`config.mk`:
```
export PLATFORM = sky130hd
export DESIGN_NAME = osr
export DESIGN_NICKNAME = d
export VERILOG_FILES = /design/src/rtl/pio_pkg.sv /design/src/rtl/osr_shift_dp.sv /design/src/rtl/osr.sv
export SDC_FILE = /design/constraint.sdc
export NUM_CORES = 1
export LEC_CHECK = 0
export CORE_MARGIN = 3
export CORE_UTILIZATION = 50
export CTS_CLUSTER_DIAMETER = 150
export DETAILED_ROUTE_END_ITERATION = 12
export PLACE_DENSITY = 0.84
export SYNTH_ARGS = -nofsm -noshare
export SYNTH_HDL_FRONTEND = slang
export SYNTH_SLANG_ARGS = --single-unit
```
`constraint.sdc`:
```
create_clock -name clk -period 12.45 [get_ports clk]
set_clock_uncertainty 0.2 [all_clocks]
set_input_delay 2.49 -clock clk [delete_from_list [all_inputs] [get_ports clk]]
set_output_delay 2.49 -clock clk [all_outputs]
set_load 0.05 [all_outputs]
```
`src/rtl/pio_pkg.sv`:
```
// Shared PIO constants, OSR state encoding and the 5-bit count decoder,
// where a field value of 0 stands for 32.
package pio_pkg;

  localparam int PIO_W = 32;
  localparam int CNT_W = 6;

  typedef enum logic {
    RUN       = 1'b0,
    WAIT_FIFO = 1'b1
  } osr_state_e;

  function automatic logic [CNT_W-1:0] decode_count(input logic [4:0] v);
    return (v == 5'd0) ? CNT_W'(PIO_W) : {1'b0, v};
  endfunction

endpackage

```
`src/rtl/osr_shift_dp.sv`:
```
// OSR datapath: extracts the OUT field (right-justified) and computes the
// register value after the field has been shifted out, for either direction.
module osr_shift_dp
  import pio_pkg::*;
(
  input  logic [PIO_W-1:0] data,
  input  logic             dir,
  input  logic [CNT_W-1:0] shift_val,
  output logic [PIO_W-1:0] dout,
  output logic [PIO_W-1:0] shifted
);

  logic [CNT_W-1:0] rem;
  logic [PIO_W-1:0] mask;

  // rem is 0 for a full-width OUT, so the mask becomes all ones
  assign rem  = CNT_W'(PIO_W) - shift_val;
  assign mask = {PIO_W{1'b1}} >> rem;

  always_comb begin
    if (dir) begin
      dout    = data & mask;
      shifted = data >> shift_val;
    end else begin
      dout    = data >> rem;
      shifted = data << shift_val;
    end
  end

endmodule

```
`src/rtl/osr.sv`:
```
// PIO output shift register: FIFO/MOV loading, OUT shifting, shift counter,
// pull-threshold compare and execute-stage stall generation.
//
// state     | meaning
// RUN       | normal operation, no blocked request outstanding
// WAIT_FIFO | OUT (autopull) or blocking PULL stalled on an empty TX FIFO
module osr
  import pio_pkg::*;
(
  input  logic             clk,
  input  logic             reset_n,
  input  logic             penable,
  input  logic             stalled,
  input  logic             out_req,
  input  logic             pull_req,
  input  logic             pull_block,
  input  logic             pull_ifempty,
  input  logic             mov_set,
  input  logic [PIO_W-1:0] mov_din,
  input  logic [4:0]       shift,
  input  logic             dir,
  input  logic             autopull,
  input  logic [4:0]       pull_thresh,
  input  logic             fifo_empty,
  input  logic [PIO_W-1:0] fifo_din,
  output logic             fifo_pop,
  output logic [PIO_W-1:0] dout,
  output logic             stall_out,
  output logic [PIO_W-1:0] osr_value,
  output logic [CNT_W-1:0] shift_count
);

  localparam logic [CNT_W-1:0] CNT_FULL = CNT_W'(PIO_W);

  osr_state_e       state, state_nxt;
  logic [PIO_W-1:0] shift_reg, shift_reg_nxt, shifted;
  logic [CNT_W-1:0] count, count_nxt;
  logic [CNT_W-1:0] shift_val, thresh_val;
  logic [CNT_W:0]   count_sum;
  logic             en, at_thresh;

  assign en         = penable && !stalled;
  assign shift_val  = decode_count(shift);
  assign thresh_val = decode_count(pull_thresh);
  assign at_thresh  = (count >= thresh_val);
  assign count_sum  = {1'b0, count} + {1'b0, shift_val};

  osr_shift_dp u_dp (
    .data      (shift_reg),
    .dir       (dir),
    .shift_val (shift_val),
    .dout      (dout),
    .shifted   (shifted)
  );

  always_ff @(posedge clk or negedge reset_n) begin
    if (!reset_n) begin
      state     <= RUN;
      shift_reg <= '0;
      count     <= CNT_FULL;
    end else begin
      state     <= state_nxt;
      shift_reg <= shift_reg_nxt;
      count     <= count_nxt;
    end
  end

  always_comb begin
    state_nxt = state;
    if (en) begin
      case (state)
        RUN:       if (stall_out && fifo_empty) state_nxt = WAIT_FIFO;
        WAIT_FIFO: if (!fifo_empty || !(out_req || pull_req)) state_nxt = RUN;
        default:   state_nxt = RUN;
      endcase
    end
  end

  always_comb begin
    shift_reg_nxt = shift_reg;
    count_nxt     = count;
    fifo_pop      = 1'b0;
    stall_out     = 1'b0;
    if (en) begin
      if (mov_set) begin
        shift_reg_nxt = mov_din;
        count_nxt     = '0;
      end else if (pull_req) begin
        // below threshold, ifempty or autopull turns PULL into a no-op
        if ((pull_ifempty || autopull) && !at_thresh) begin
          shift_reg_nxt = shift_reg;
        end else if (!fifo_empty) begin
          fifo_pop      = 1'b1;
          shift_reg_nxt = fifo_din;
          count_nxt     = '0;
        end else if (pull_block) begin
          stall_out = 1'b1;
        end else begin
          shift_reg_nxt = mov_din;
          count_nxt     = '0;
        end
      end else if (out_req) begin
        if (autopull && at_thresh) begin
          stall_out = 1'b1;
          if (!fifo_empty) begin
            fifo_pop      = 1'b1;
            shift_reg_nxt = fifo_din;
            count_nxt     = '0;
          end
        end else begin
          shift_reg_nxt = shifted;
          count_nxt     = (count_sum > {1'b0, CNT_FULL}) ? CNT_FULL : count_sum[CNT_W-1:0];
        end
      end else if (autopull && at_thresh && !fifo_empty) begin
        fifo_pop      = 1'b1;
        shift_reg_nxt = fifo_din;
        count_nxt     = '0;
      end
    end
  end

  assign osr_value   = shift_reg;
  assign shift_count = count;

endmodule

```
==> impl_metrics.toml <==
[run_status]
status = "finished, final reports clean"

[placement]
port_buffers = 157
hpwl_mm = 29.58
dp_slack_ps = 3234
placed_cell_area_sq_um = 10630
placed_cells = 1498
gp_congestion = 1.144

[timing]
worst_pin_slew_ps = 1164
worst_slack_ps = 3111
finalSetupTns_ps = 0
timing.final.crit_share_pct = 75.01
min_period_ps = 9339
rsz0062_at_grt = "false"
maxSlewHeadroom_pct = 22.37
setup_viol = 0
maxSlewViolCount = 0
clock.fmax_mhz = 107.1
hold_viol_final = 0

[synthesis]
synth_nets = 1330
synth_area_leaders = "mux4_2, dfrtp_1, mux2i_1"
yosys_warnings = 0
synth_edf_count = 0
synth-seq-cells = 38
syn_avg_cell_area_sq_um = 7.510
ys_seq_area_share_pct = 10.30
async_flop_share_pct = 100.0
netlist_area_sq_um = 9245
yosysUniqueCellTypes = 82
synth_cells = 1231
synth-main-ff-cell = "dfrtp_1"
synth_top_area_share_pct = 12.91
synth_top_cell_by_area = "mux4_2"

[worst_hold_path]
hold_path_class = "reg -> reg"

[worst_setup_path]
required_ps = 9760
critPathKind = "in -> out"
end_kind = "output port"
crit_path_max_incr_delay_ps = 1080
crit_chain = "buf_4 > inv_2 > ha_2 > mux2_2 > o21ai_0 > inv_1 > mux4_2 > a211oi_1 > a21oi_1 > clkdlybuf4s50_1"
cp_slowest_cell = "ha_2"
crit_arrival_ps = 6650
cp_max_fo = 52
crit_path_start_kind = "input port"

[clock_tree]
holdBufCountCts = 0
cts_made_buffers = 5
clk_pin_slew_ps = 60
clock-sinks = 38
ctsResizeCount = 0
post_cts_buffers = 0
cts_buffer_depth = 2
insertion_delay_ps = 300
htreeDepth = 2
root_buffer = "clkbuf_16"
cts_tree = "yes"

[routing]
num_vias = 11470
wirelength_mm = 42.65
drtPass1Iterations = 8
drtIter0Drc = 2043
wl_per_cell_um = 28.30
vias_per_cell = 7.610
antenna_left = 0
drc = 0

[die]
die_w_um = 142.0
rows = 49
start_util_pct = 51.12
die-area_sq_um = 20160
die_h_um = 142.0
fp.coreArea_sq_um = 18090
io_pins = 158

[grt]
grt_pass1_vias = 10690
met2_usage_pct = 57.07
met3_usage_pct = 13.27
groute.usage.overall_pct = 40.67
grt-ovfl-total = 0
grt_pass1_wl_mm = 64.01
grt_max_degree = 69
use_met1_pct = 53.45
antenna_found_initial = 1
gr-max-usage-layer = "met2"

[power]
switching_share_pct = 56.99
power_switching_w = 0.0008194
power_frac_clock_pct = 9.9
internal_power_w = 0.0006185
power_w = 0.001438
pwr-share-seq_pct = 17.9
leakage_nw = 4.148
ir_worst_vdd_v = 0.0001150
combinationalPowerShare_pct = 72.3
power_per_cell_area_nw_per_um2 = 133.3

[finish]
final_cell_mix = "clkdlybuf4s50_1, nand2_1, nor2_1, mux2i_1, a21oi_1"
instances_no_fill = 1507
final_common_cell = "clkdlybuf4s50_1"
nets = 1375
n_fill_cell = 1599
drive_gt1_share_pct = 13.31
area_growth_pct = 16.65
multi_input_area_sq_um = 7478
final_cell_area_sq_um = 10780
seq_area_sq_um = 952.2

[run]
maxCapViolCount = 0
-- worst max-delay path: cells and delay by family --
| kind | cells | cell delay, ps |
|---|---|---|
| adders and majority gates | 1 | 1080 |
| buffers and inverters | 4 | 1510 |
| AOI/OAI and AO/OA | 3 | 590 |
| muxes | 2 | 920 |
-- through the flow --
step	hold slack, ps	utilization, %
after floorplan	393.4	-
after CTS	303.9	59.61
after detailed placement	293.5	58.78
after global placement	264.0	58.78
after global routing	327.2	59.61
final	305.7	59.63
-- final cells by class --
class                      instances  area share, %
antenna                            1        0.02320
clock buffer                       6          1.288
clock inverter                     2         0.1160
inverter                          25         0.8702
multi-input combinational       1013          69.35
sequential                        38          8.829
tap                              229          2.657
timing repair buffer             193          16.87
-- flip-flops by register name (all words and copies together), names as in the netlist --
register and flops:
shift_count 6, osr_value 32
-- synthesized netlist by cell type, types with 5 or more instances --
cell type  count
nand2_1      135
nor2_1       126
mux2i_1       92
clkbuf_1      88
a21oi_1       74
o21ai_0       65
mux4_2        53
dfrtp_1       37
mux2_2        33
buf_2         32
a221oi_1      31
a31oi_1       26
nand3_1       26
o22ai_1       25
a211oi_1      24
nor3_1        24
inv_1         22
o211ai_1      22
buf_4         20
nand2b_1      20
a222oi_1      16
a22oi_1       16
nor2b_1       16
ha_1          13
or3_1         11
a22o_1        10
or2_2         10
and3_1         9
nor4_1         8
o221ai_1       8
a21o_1         7
and2_1         7
buf_1          7
nand4_1        7
a211o_1        6
a311oi_1       6
buf_6          6
o21ai_1        6
o31ai_1        6
o32ai_1        5
xnor2_1        5
-- logic make-up after synthesis --
family	after synthesis	share of synthesized area, %
flip-flops	38	10.30
buffers and inverters	180	9.176
AND/OR/NAND/NOR	411	20.33
adder cells (fa/ha/maj)	15	1.976
AO/OA/AOI/OAI	400	30.11
multiplexers	179	27.05
XOR/XNOR	8	1.056
-- final timing paths --
kind | start | endpoint | slack [ps] | cells after the start
setup / recovery | shift[1] | dout[1] | 3110 | 10
hold / removal | shift_count[5] | shift_count[5] | 310 | 2
setup reg to reg | shift_count[2] | osr_value[7] | 8700 | 8
hold reg to reg | shift_count[5] | shift_count[5] | 310 | 2
max in group asynchronous | reset_n | osr_value[28] | 9300 | 1
min in group asynchronous | reset_n | shift_count[1] | 2140 | 1
-- per-layer routing --
metal | wire, um | vias up | share of wire, %
met5 | 0 | - | 0
met4 | 3454 | 0 | 8.1
met3 | 6504 | 263 | 15
met2 | 17080 | 1110 | 40
met1 | 15610 | 5274 | 37
li1 | - | 4821 | -
-- power by group through the flow --
| stage | clock [W] | sequential, W | combinational [W] |
|---|---|---|---|
| 6_report | 0.000142 | 0.000257 | 0.00104 |
| 5_1_grt | 0.000146 | 0.000254 | 0.00108 |
| 2_1_floorplan | 0 | 0.000277 | 0.000613 |
| 3_3_place_gp | 0 | 0.000246 | 0.000987 |
| 4_1_cts | 0.000140 | 0.000245 | 0.00100 |
| 3_5_place_dp | 0 | 0.000247 | 0.000996 |
Note: power is estimated with default switching activity, not from simulation.
